--- src/rtl/matrix_frame_loader_if.sv ---
// Sequencer-side bus of matrix_frame_loader: host control, frame memory read port and matrix driver strobes.
// Optional MATRIX_LOADER_SCROLL_EN adds the scroll_offset input.
interface matrix_frame_loader_if #(
    parameter int unsigned NUM_COLS = 32,
    parameter int unsigned COL_W    = 16
);
    localparam int unsigned IDX_W = $clog2(NUM_COLS);

    logic             start;
    logic             abort;
    logic             busy;
    logic             done;
    logic             mem_rd;
    logic [IDX_W-1:0] mem_addr;
    logic [COL_W-1:0] mem_data;
    logic [COL_W-1:0] in_column;
    logic             LOAD;
    logic             IN_CLR;
    logic [IDX_W-1:0] column_id;
`ifdef MATRIX_LOADER_SCROLL_EN
    logic [IDX_W-1:0] scroll_offset;
`endif

    modport master (
        input  start, abort, mem_data,
`ifdef MATRIX_LOADER_SCROLL_EN
        input  scroll_offset,
`endif
        output busy, done, mem_rd, mem_addr, in_column, LOAD, IN_CLR, column_id
    );

    modport slave (
        output start, abort, mem_data,
`ifdef MATRIX_LOADER_SCROLL_EN
        output scroll_offset,
`endif
        input  busy, done, mem_rd, mem_addr, in_column, LOAD, IN_CLR, column_id
    );
endinterface

--- src/rtl/matrix_frame_loader.sv ---
// Uploads one frame from a synchronous frame memory into the dot-matrix column driver.
// Define MATRIX_LOADER_SCROLL_EN to rotate memory addresses by a per-frame scroll offset.
module matrix_frame_loader #(
    parameter int unsigned NUM_COLS     = 32,
    parameter int unsigned COL_W        = 16,
    parameter int unsigned CLR_CYCLES   = 2,
    parameter int unsigned SETUP_CYCLES = 1,
    parameter int unsigned PULSE_CYCLES = 2,
    parameter int unsigned HOLD_CYCLES  = 1
) (
    input  logic                  CLK,
    input  logic                  RESET,
    matrix_frame_loader_if.master bus
);
    localparam int unsigned IDX_W     = $clog2(NUM_COLS);
    localparam int unsigned SUM_W     = IDX_W + 1;
    localparam int unsigned MAX_A     = (CLR_CYCLES > SETUP_CYCLES) ? CLR_CYCLES : SETUP_CYCLES;
    localparam int unsigned MAX_B     = (PULSE_CYCLES > HOLD_CYCLES) ? PULSE_CYCLES : HOLD_CYCLES;
    localparam int unsigned MAX_DWELL = (MAX_A > MAX_B) ? MAX_A : MAX_B;
    localparam int unsigned DWELL_W   = $clog2(MAX_DWELL + 1);

    typedef enum logic [2:0] {
        S_IDLE, S_CLEAR, S_FETCH, S_WAIT, S_SETUP, S_PULSE, S_HOLD, S_DONE
    } state_e;

    state_e             state_q, state_d;
    logic [IDX_W-1:0]   col_q, col_d;
    logic [DWELL_W-1:0] dwell_q, dwell_d;
    logic [IDX_W-1:0]   offset_q, offset_d;
    logic               busy_q, busy_d;
    logic               done_q, done_d;
    logic               mem_rd_q, mem_rd_d;
    logic [IDX_W-1:0]   mem_addr_q, mem_addr_d;
    logic [COL_W-1:0]   in_column_q, in_column_d;
    logic               load_q, load_d;
    logic               in_clr_q, in_clr_d;
    logic [IDX_W-1:0]   column_id_q, column_id_d;
    logic [IDX_W-1:0]   fetch_addr;
    logic [SUM_W-1:0]   addr_sum;

    // State, counters and registered outputs
    always_ff @(posedge CLK or negedge RESET) begin
        if (!RESET) begin
            state_q     <= S_IDLE;
            col_q       <= '0;
            dwell_q     <= '0;
            offset_q    <= '0;
            busy_q      <= 1'b0;
            done_q      <= 1'b0;
            mem_rd_q    <= 1'b0;
            mem_addr_q  <= '0;
            in_column_q <= '0;
            load_q      <= 1'b0;
            in_clr_q    <= 1'b0;
            column_id_q <= '0;
        end else begin
            state_q     <= state_d;
            col_q       <= col_d;
            dwell_q     <= dwell_d;
            offset_q    <= offset_d;
            busy_q      <= busy_d;
            done_q      <= done_d;
            mem_rd_q    <= mem_rd_d;
            mem_addr_q  <= mem_addr_d;
            in_column_q <= in_column_d;
            load_q      <= load_d;
            in_clr_q    <= in_clr_d;
            column_id_q <= column_id_d;
        end
    end

    // Next state, column counter and per-state dwell counter
    always_comb begin
        state_d = state_q;
        col_d   = col_q;
        if (state_q != S_IDLE && bus.abort) begin
            state_d = S_IDLE;
            col_d   = '0;
        end else begin
            unique case (state_q)
                S_IDLE: begin
                    if (bus.start && !bus.abort) begin
                        state_d = S_CLEAR;
                        col_d   = '0;
                    end
                end
                S_CLEAR: if (dwell_q == DWELL_W'(CLR_CYCLES - 1)) state_d = S_FETCH;
                S_FETCH: state_d = S_WAIT;
                S_WAIT:  state_d = S_SETUP;
                S_SETUP: if (dwell_q == DWELL_W'(SETUP_CYCLES - 1)) state_d = S_PULSE;
                S_PULSE: if (dwell_q == DWELL_W'(PULSE_CYCLES - 1)) state_d = S_HOLD;
                S_HOLD: begin
                    if (dwell_q == DWELL_W'(HOLD_CYCLES - 1)) begin
                        if (col_q == IDX_W'(NUM_COLS - 1)) begin
                            state_d = S_DONE;
                        end else begin
                            state_d = S_FETCH;
                            col_d   = col_q + IDX_W'(1);
                        end
                    end
                end
                S_DONE:  state_d = S_IDLE;
                default: state_d = S_IDLE;
            endcase
        end
        dwell_d = (state_d != state_q || state_d == S_IDLE) ? '0 : dwell_q + DWELL_W'(1);
    end

    // Output values as they will be after the coming edge
    always_comb begin
        offset_d = offset_q;
        addr_sum = '0;
`ifdef MATRIX_LOADER_SCROLL_EN
        if (state_q == S_IDLE && state_d == S_CLEAR) offset_d = bus.scroll_offset;
        addr_sum = SUM_W'(col_d) + SUM_W'(offset_q);
        if (addr_sum >= SUM_W'(NUM_COLS)) addr_sum = addr_sum - SUM_W'(NUM_COLS);
        fetch_addr = addr_sum[IDX_W-1:0];
`else
        fetch_addr = col_d;
`endif
        busy_d      = (state_d != S_IDLE);
        done_d      = (state_d == S_DONE);
        mem_rd_d    = (state_d == S_FETCH);
        load_d      = (state_d == S_PULSE);
        in_clr_d    = (state_d == S_CLEAR);
        mem_addr_d  = (state_d == S_FETCH) ? fetch_addr : mem_addr_q;
        in_column_d = in_column_q;
        column_id_d = column_id_q;
        if (state_q == S_WAIT && state_d == S_SETUP) begin
            in_column_d = bus.mem_data;
            column_id_d = col_q;
        end
    end

    assign bus.busy      = busy_q;
    assign bus.done      = done_q;
    assign bus.mem_rd    = mem_rd_q;
    assign bus.mem_addr  = mem_addr_q;
    assign bus.in_column = in_column_q;
    assign bus.LOAD      = load_q;
    assign bus.IN_CLR    = in_clr_q;
    assign bus.column_id = column_id_q;
endmodule

--- src/flat_wrapper.sv ---
// flat-port wrapper written by rule: the top's interface ports become plain ports
module matrix_frame_loader_flat 
#(
    parameter int unsigned NUM_COLS     = 32,
    parameter int unsigned COL_W        = 16,
    parameter int unsigned CLR_CYCLES   = 2,
    parameter int unsigned SETUP_CYCLES = 1,
    parameter int unsigned PULSE_CYCLES = 2,
    parameter int unsigned HOLD_CYCLES  = 1
)
  (CLK, RESET, bus_start, bus_abort, bus_mem_data, bus_busy, bus_done, bus_mem_rd, bus_mem_addr, bus_in_column, bus_LOAD, bus_IN_CLR, bus_column_id);
  matrix_frame_loader_if #(.NUM_COLS(NUM_COLS), .COL_W(COL_W)) bus_i ();
  input  logic CLK;
  input  logic RESET;
  input wire logic [$bits(bus_i.start)-1:0] bus_start;
  input wire logic [$bits(bus_i.abort)-1:0] bus_abort;
  input wire logic [$bits(bus_i.mem_data)-1:0] bus_mem_data;
  output wire logic [$bits(bus_i.busy)-1:0] bus_busy;
  output wire logic [$bits(bus_i.done)-1:0] bus_done;
  output wire logic [$bits(bus_i.mem_rd)-1:0] bus_mem_rd;
  output wire logic [$bits(bus_i.mem_addr)-1:0] bus_mem_addr;
  output wire logic [$bits(bus_i.in_column)-1:0] bus_in_column;
  output wire logic [$bits(bus_i.LOAD)-1:0] bus_LOAD;
  output wire logic [$bits(bus_i.IN_CLR)-1:0] bus_IN_CLR;
  output wire logic [$bits(bus_i.column_id)-1:0] bus_column_id;
  assign bus_i.start = bus_start;
  assign bus_i.abort = bus_abort;
  assign bus_i.mem_data = bus_mem_data;
  assign bus_busy = bus_i.busy;
  assign bus_done = bus_i.done;
  assign bus_mem_rd = bus_i.mem_rd;
  assign bus_mem_addr = bus_i.mem_addr;
  assign bus_in_column = bus_i.in_column;
  assign bus_LOAD = bus_i.LOAD;
  assign bus_IN_CLR = bus_i.IN_CLR;
  assign bus_column_id = bus_i.column_id;
  matrix_frame_loader #(.NUM_COLS(NUM_COLS), .COL_W(COL_W), .CLR_CYCLES(CLR_CYCLES), .SETUP_CYCLES(SETUP_CYCLES), .PULSE_CYCLES(PULSE_CYCLES), .HOLD_CYCLES(HOLD_CYCLES)) u_core (.CLK(CLK), .RESET(RESET), .bus(bus_i));
endmodule
--- config.mk ---
export PLATFORM = sky130hd
export DESIGN_NAME = matrix_frame_loader_flat
export DESIGN_NICKNAME = d
export VERILOG_FILES = /design/src/rtl/matrix_frame_loader_if.sv /design/src/rtl/matrix_frame_loader.sv /design/src/flat_wrapper.sv
export SDC_FILE = /design/constraint.sdc
export NUM_CORES = 1
export LEC_CHECK = 0
export ABC_AREA = 0
export CELL_PAD_IN_SITES_DETAIL_PLACEMENT = 0
export CELL_PAD_IN_SITES_GLOBAL_PLACEMENT = 1
export CORE_UTILIZATION = 38
export CTS_CLUSTER_DIAMETER = 150
export DETAILED_ROUTE_END_ITERATION = 6
export PLACE_DENSITY_LB_ADDON = 0.25
export RECOVER_POWER = 100
export SYNTH_ARGS = -nofsm -noshare
export SYNTH_HDL_FRONTEND = slang
export SYNTH_SLANG_ARGS = --single-unit
--- constraint.sdc ---
create_clock -name CLK -period 1.9 [get_ports CLK]
set_input_delay 0.57 -clock CLK [delete_from_list [all_inputs] [get_ports CLK]]
set_output_delay 0.57 -clock CLK [all_outputs]
set_load 0.03 [all_outputs]
# After elaboration in Yosys (flattened, before gate mapping)
# Index checks and enable logic that the tools add are counted.
[word_totals]
ff_bits = 41
in_bits = 20
output_inout_bits = 31
elab_cells = 52
[classes]
addsub = 2
eq_ne = 15
mux = 14
n_reduce_logical = 10
[ops]
columns = ["op", "count"]
rows = [
  ["3-bit case mux with 8 select lines", 1],
  ["3-bit == test, second input constant", 7],
  ["3-bit two-way mux", 7],
  ["5-bit two-way mux", 4],
  ["5-bit case mux with 2 select lines", 1],
  ["3-bit by 2-bit == test with 1-bit output, second input constant", 3],
  ["3-bit by 1-bit == test with 1-bit output, second input constant", 2],
  ["3-bit zero test", 2],
  ["3-bit nonzero test", 2],
  ["5-bit by 1-bit adder with 5-bit output, second input constant", 1],
  ["5-bit == test, second input constant", 1],
  ["1-bit logical AND", 3],
  ["3-bit inequality test", 1],
  ["2-bit by 1-bit adder with 2-bit output, second input constant", 1],
  ["2-bit by 1-bit == test with 1-bit output, second input constant", 1],
  ["2-bit zero test", 1],
  ["2-bit two-way mux", 1],
  ["1-bit zero test", 1],
  ["1-bit logical OR", 1],
]

# Logic depth before layout (Yosys ltp)
# Gate-level depths: netlist of run 1.
[depth]
depth_word = 8
mapped_depth = 8
mapped_depth_nobuf = 8

# Worst setup path before layout of run 1
# No wires, ideal clock.
[synth_timing]
kind = "register -> register"
startpoint = "register u_core.col_q[0]"
endpoint = "register u_core.mem_addr_q[0] (netlist: u_core.bus.mem_addr[0])"
setup_time_ns = 0.128
t_arrival_ns = 1.616
setup_slack_ns = 0.157
stages_incl_launch_ff = 6
n_path_buf = 0
period_less_slack_ns = 1.743
cell_sequence = "dfrtp_1 -> ha_1 -> and4_1 -> o2111ai_4 -> nand4b_4 -> mux2_1"
[synth_between]
elab_chain_cells = 6
word_cells_on_any_way = 12
classes_between = "add/sub: 1; eq/ne: 2; mux: 9"
[synth_lines]
columns = ["item", "line", "rtl"]
rows = [
  ["from (decl)", "matrix_frame_loader.sv:27", "logic [IDX_W-1:0] col_q, col_d;"],
  ["from (signal assigned)", "matrix_frame_loader.sv:58", "col_q <= col_d;"],
  ["5-bit == test", "matrix_frame_loader.sv:94", "if (col_q == IDX_W'(NUM_COLS - 1)) begin"],
  ["3-bit two-way mux", "matrix_frame_loader.sv:94", ""],
  ["3-bit two-way mux", "matrix_frame_loader.sv:93", "if (dwell_q == DWELL_W'(HOLD_CYCLES - 1)) begin"],
  ["3-bit case mux with 8 select lines", "matrix_frame_loader.sv:80", "unique case (state_q)"],
  ["3-bit two-way mux", "matrix_frame_loader.sv:76", "if (state_q != S_IDLE && bus.abort) begin"],
  ["3-bit by 2-bit == test with 1-bit output", "matrix_frame_loader.sv:126", "mem_addr_d = (state_d == S_FETCH) ? fetch_addr : mem_addr_q;"],
  ["to (signal assigned)", "matrix_frame_loader.sv:64", "mem_addr_q <= mem_addr_d;"],
  ["to (decl)", "matrix_frame_loader.sv:33", "logic [IDX_W-1:0] mem_addr_q, mem_addr_d;"],
]
# Several ways; a longest one is shown, not always the timed one.
# A chain may end at the register's enable or synchronous reset.

# Worst setup path in the final report of run 1
[layout_timing]
startpoint = "register u_core.load_q (netlist: u_core.bus.LOAD)"
endpoint = "output bus_LOAD"
[layout_rtl]
columns = ["item", "line", "rtl"]
rows = [
  ["from (decl)", "matrix_frame_loader.sv:35", "logic load_q, load_d;"],
  ["from (signal assigned)", "matrix_frame_loader.sv:66", "load_q <= load_d;"],
  ["to (decl)", "flat_wrapper.sv:23", "output wire logic [$bits(bus_i.LOAD)-1:0] bus_LOAD;"],
]
# No word-level cell between the ends.

==> metrics.cfg, run 1 <==
[die]
die_area_mm2=0.00518
core_mm2=0.00472
start_util_pct=39.4
placementRows=25
pin_count=51
die_h_um=72.0
die_w_um=72.0

[worst_setup_path]
r2r-end=u_core.bus.mem_addr[3]
cp_slowest_cell=clkdlybuf4s50_1
critPathArrivalTime_ns=1.27
crit_cells=1
cp.required_ns=1.33
criticalPathCategory=register to primary output
rr_startpoint=u_core.col_q[0]
max_stage_delay_ns=0.66
critPathBufInv=1
r2r_slack_ns=0.10
worstPathMaxFanout=1
crit_path_start=u_core.bus.LOAD
end_kind=primary output
reg2regPathDepth=5
path_cells=clkdlybuf4s50_1
cp-start-kind=register
critPathTopFamily=buffers and inverters

[grt]
antenna_found_initial=0
grt_pass1_vias=1302
overflow=0
track_usage_pct=16.1
grt_pass1_wl_mm=6.35
grt_max_degree=23

[synthesis]
synthTopCellsByArea=dfrtp_1 (55%), mux2_2 (12%), mux2_1 (3.6%), ha_1 (2.0%), inv_1 (1.8%)
synth_edf_count=0
synth_top_family_by_area=multiplexers
synth_seq_area_share_pct=55.2
ys_types=43
synth_mux_area_share_pct=15.7
synth-simple-area-share_pct=11.6
synth_compound_area_share_pct=11.2
postSynthAreaPerCell_um2=13.4
yosys-top-cells-count=dfrtp_1 (41), mux2_2 (20), inv_1 (9), nand2_1 (7), mux2_1 (6)
syn_area_mm2=0.00186
synth-adder-area-share_pct=2.02
synth.most_common_cell=dfrtp_1
netlist_instances=139
synth-main-ff-cell=dfrtp_1
ys_ff_latch=41
async_flop_share_pct=100
yosysWarnings=0
yosys.area.top_type=dfrtp_1
syn_nets=162
synth_top_area_share_pct=55.2
synth_xor_area_share_pct=0

[sta]
finalHoldViolCount=0
worstMarginPinSlew_ns=1.06
fin_crit_sh_pct=97.0
worst_slack_ns=0.0569
period_needed_ns=1.84
max_freq_mhz=543
rsz0062_at_grt=no
slew_headroom_pct=29.4
timing.hold.ws_ns=0.438
finalSetupViolCount=0
skew_ns=0.00499
slew_viol_final=0

[pwr]
p_clk_share_pct=32.2
irDropWorstVdd_mv=0.378
switching_share_pct=29.2
p_total_mw=2.22
p_int_mw=1.57
p_sw_uw=648
pwr-share-seq_pct=46.2
p_per_area_mw_per_mm2=882
comb_power_share_pct=21.6
leakage_nw=1.18

[finish]
layout-drive-gt1-share_pct=25.2
n_antenna_cell=0
syn_to_final_growth_pct=35.1
fin_cells=273
multi_input_area_um2=768
fill_cells=422
final_nets=228
seq_area_mm2=0.00103
final_util_pct=53.2

[place]
dp_cells=262
pre_cts_slack_ns=-0.346
dpl.hpwl_mm=2.76
io_buffer_count=50
routabilityCongestion=0.831

[clock_network]
cts_sinks=41
clk_pin_slew_ns=0.08
tritoncts=done
cts_max_path_buffers=2
htreeDepth=2
postCtsHoldBufs=0
cts_buffers=5
worstSkewPairLatency_ns=0.29
cts_root_buffer=clkbuf_8

[drt]
avgViaCountPerCell=4.78
first_pass_iters=4
wl_per_cell_um=14.3
drtIter0Drc=49
routed_wl_mm=3.90
route.detailed.drc=0
ant_nets=0
vias=1304

[status]
status=finished, final reports clean

[hold_path]
hp-class=input port to async pin

[run]
maxCapViolCount=0

## worst max path at each step
stage / end
5_1_grt: bus_done
4_1_cts: bus_in_column[4]
6_report: bus_LOAD
3_3_place_gp: u_core.bus.mem_addr[1]
2_1_floorplan: u_core.bus.mem_addr[0]
3_5_place_dp: u_core.bus.mem_addr[3]
## kinds of logic after synthesis
logic type / Yosys count
AO/OA/AOI/OAI: 23
adder cells (fa/ha/maj): 3
buffers and inverters: 15
flip-flops: 41
multiplexers: 26
AND/OR/NAND/NOR: 31
## area by class of cell
cell class	instances	share of cell area [%]
Sequential cell	41	40.9
Multi-Input combinational cell	83	30.6
Timing Repair Buffer	65	19.2
Clock buffer	7	3.44
Tap cell	67	3.34
Inverter	9	1.35
Clock inverter	1	1.20
## placed cells by master, fill, tap and decap left out, types with 2 or more instances in the layout
| master | n |
|---|---|
| mux2_2 | 20 |
| clkdlybuf4s50_1 | 19 |
| buf_4 | 11 |
| nor2_1 | 3 |
| a31oi_1 | 2 |
| nand2b_1 | 2 |
| nand3_1 | 2 |
| o22ai_1 | 2 |
| inv_1 | 9 |
| a21oi_1 | 4 |
| nor3_1 | 2 |
| mux2_1 | 6 |
| dfrtp_1 | 40 |
| clkbuf_1 | 25 |
| nand2_1 | 7 |
| o21ai_0 | 3 |
| ha_1 | 3 |
| buf_12 | 2 |
| clkbuf_8 | 6 |
| dlygate4sd2_1 | 7 |
## through the flow
stage / area [um2] / TNS, ns
floorplan: 1860 / 0
global placement: 2520 / -6.29
detailed placement: 2520 / -6.70
CTS: 2640 / 0
global route: 2510 / 0
finish: 2510 / 0
## registers in the layout, summed over array words and instances, names as in the netlist
register and count:
u_core.state_q 3, u_core.bus.IN_CLR 1, u_core.dwell_q 2, u_core.bus.mem_rd 1, u_core.bus.done 1, u_core.bus.mem_addr 5
u_core.col_q 5, u_core.bus.LOAD 1, u_core.bus.busy 1, u_core.bus.in_column 16, u_core.bus.column_id 5
## routing by layer
layer	GRT usage, %	wire [um]	vias up
li1	-	-	632
met1	21.7	1750	625
met2	24.4	1860	41
met3	5.42	245	6
met4	5.88	53	0
met5	0	0	-
## power by group through the flow
stage	clock network (mW)	registers [mW]	logic (mW)
after floorplan	0	1.20	0.162
after global placement	0	1.03	0.574
after detailed placement	0	1.04	0.585
after CTS	0.735	1.02	0.586
after global routing	0.780	1.04	0.513
final	0.712	1.02	0.479
## what timing repair did
item,CTS,global route
pin swaps,0,2
buffers inserted,0,3
resized for setup,9,26
endpoints found under the setup margin,12,27
(Power assumes the default switching activity.)
==> run 2, diff against run 1 <==
--- a/config.mk
+++ b/config.mk
@@ -11,7 +11,7 @@
 export CORE_UTILIZATION = 38
 export CTS_CLUSTER_DIAMETER = 150
 export DETAILED_ROUTE_END_ITERATION = 6
-export PLACE_DENSITY_LB_ADDON = 0.25
+export PLACE_DENSITY_LB_ADDON = 0.1
 export RECOVER_POWER = 100
 export SYNTH_ARGS = -nofsm -noshare
 export SYNTH_HDL_FRONTEND = slang
==> metrics.cfg, run 2 (synthesis results as in run 1) <==
[worst_setup_path]
end_kind=primary output
max_stage_delay_ns=0.66
cp_slowest_cell=clkdlybuf4s50_1
cp.required_ns=1.33
critPathTopFamily=buffers and inverters
crit_path_start=u_core.bus.mem_rd
reg2regPathDepth=5
criticalPathCategory=register to primary output
critPathArrivalTime_ns=1.29
rr_startpoint=u_core.col_q[1]
worstPathMaxFanout=1
critPathBufInv=1
crit_cells=1
r2r_slack_ns=0.08
path_cells=clkdlybuf4s50_1
cp-start-kind=register
cp-endpoint=bus_mem_rd
r2r-end=u_core.bus.mem_addr[0]

[clock_network]
tritoncts=done
cts_sinks=41
worstSkewPairLatency_ns=0.29
htreeDepth=2
cts_buffers=5
clk_pin_slew_ns=0.08
cts_max_path_buffers=2
cts_root_buffer=clkbuf_8

[sta]
finalHoldViolCount=0
slew_viol_final=0
max_freq_mhz=538
slew_headroom_pct=33.6
setup_tns_ns=0
rsz0062_at_grt=yes
skew_ns=0.00484
fin_crit_sh_pct=97.8
period_needed_ns=1.86
finalSetupViolCount=0
worstMarginPinSlew_ns=0.997
worst_slack_ns=0.0414

[die]
placementRows=25
pin_count=51
start_util_pct=39.4
die_w_um=72.0
core_mm2=0.00472
die_h_um=72.0
die_area_mm2=0.00518

[drt]
route.detailed.drc=0
ant_nets=0
avgViaCountPerCell=4.78
vias=1285
routed_wl_mm=3.66
wl_per_cell_um=13.6
drtIter0Drc=52
first_pass_iters=4

[finish]
final_area_mm2=0.00248
n_antenna_cell=0
final_common_cell=dfrtp_1
final_cell_mix=dfrtp_1 (40), clkbuf_1 (24), clkdlybuf4s50_1 (22), mux2_2 (20), inv_1 (9)
multi_input_area_um2=776
final_nets=224
syn_to_final_growth_pct=33.4
largest_reg_flops=16
layout-drive-gt1-share_pct=24.8
fill_cells=442
seq_area_mm2=0.00103

[grt]
overflow=0
antenna_found_initial=0
track_usage_pct=15.1
grt_pass1_vias=1270
grt_pass1_wl_mm=6.01
grt_max_degree=42

[status]
status=finished, final reports clean

[pwr]
p_total_mw=2.24
p_per_area_mw_per_mm2=901
p_int_mw=1.57
leakage_nw=1.16
irDropWorstVdd_mv=0.484
comb_power_share_pct=21.7
pwr-share-seq_pct=45.7
p_clk_share_pct=32.6
switching_share_pct=29.7
p_sw_uw=664

[hold_path]
hp-class=register to register

[place]
dpl-instance-area_mm2=0.00249
io_buffer_count=50
routabilityCongestion=0.757
pre_cts_slack_ns=-0.291
dpl.hpwl_mm=2.49

[run]
maxCapViolCount=0

[run 2: cell count changes in the layout (fill, tap and decap cells not counted), sizes merged]
cell / before / now
clkdlybuf4s50: 19 / 22
clkbuf: 32 / 31
clkinvlp: 0 / 1
buf: 13 / 9
dlygate4sd2: 7 / 4
[run 2: what timing repair did]
action / CTS / global route
gates resized for setup: 4 / 28
hold buffers: 0 / 0
setup buffers: 0 / 0
setup endpoints to repair: 4 / 28
[run 2: power groups by stage]
stage	combinational, mW	clock [mW]	sequential, mW
2_1_floorplan	0.162	0	1.20
3_3_place_gp	0.572	0	1.03
3_5_place_dp	0.577	0	1.04
4_1_cts	0.572	0.749	1.02
5_1_grt	0.516	0.791	1.03
6_report	0.484	0.730	1.02
[run 2: cell type report]
cell class | instances | area share (%)
repair buffers | 61 | 17.8
flip-flops and latches | 41 | 41.4
well taps | 67 | 3.38
clock inverters | 2 | 1.51
multi-input cells | 83 | 31.3
clock buffers | 6 | 3.33
inverters | 9 | 1.36
[run 2: worst min-delay path by stage]
stage	startpoint	to	slack, ns	depth (start not counted)
finish	u_core.dwell_q[0]	u_core.dwell_q[0]	0.48	1
global route	u_core.dwell_q[0]	u_core.dwell_q[0]	0.51	1
CTS	RESET	u_core.bus.busy	0.35	2
detailed placement	u_core.dwell_q[0]	u_core.dwell_q[0]	0.47	1
global placement	u_core.dwell_q[0]	u_core.dwell_q[0]	0.44	1
floorplan	RESET	u_core.bus.IN_CLR	0.27	0
[run 2: per-layer routing]
metal | part of all wire [%] | GRT usage [%]
met1 | 48 | 18.8
met2 | 46 | 24.1
met3 | 6.3 | 5.00
met4 | 0.66 | 6.75
met5 | 0 | 0
[run 2: stage by stage]
step | hold WS (ns) | cells | util, %
3_5_place_dp | 0.465 | 261 | 52.7
3_3_place_gp | 0.443 | 261 | 52.7
5_1_grt | 0.508 | 269 | 52.5
6_report | 0.476 | 269 | 52.5
2_1_floorplan | 0.274 | 139 | -
4_1_cts | 0.353 | 269 | 55.1
==> run 3, diff against run 2 <==
--- a/config.mk
+++ b/config.mk
@@ -11,6 +11,7 @@
 export CORE_UTILIZATION = 38
 export CTS_CLUSTER_DIAMETER = 150
 export DETAILED_ROUTE_END_ITERATION = 6
+export HOLD_SLACK_MARGIN = 0.02
 export PLACE_DENSITY_LB_ADDON = 0.1
 export RECOVER_POWER = 100
 export SYNTH_ARGS = -nofsm -noshare
==> results of run 3 <==
No change in the layout: final DEF, timing and power equal those of run 2.
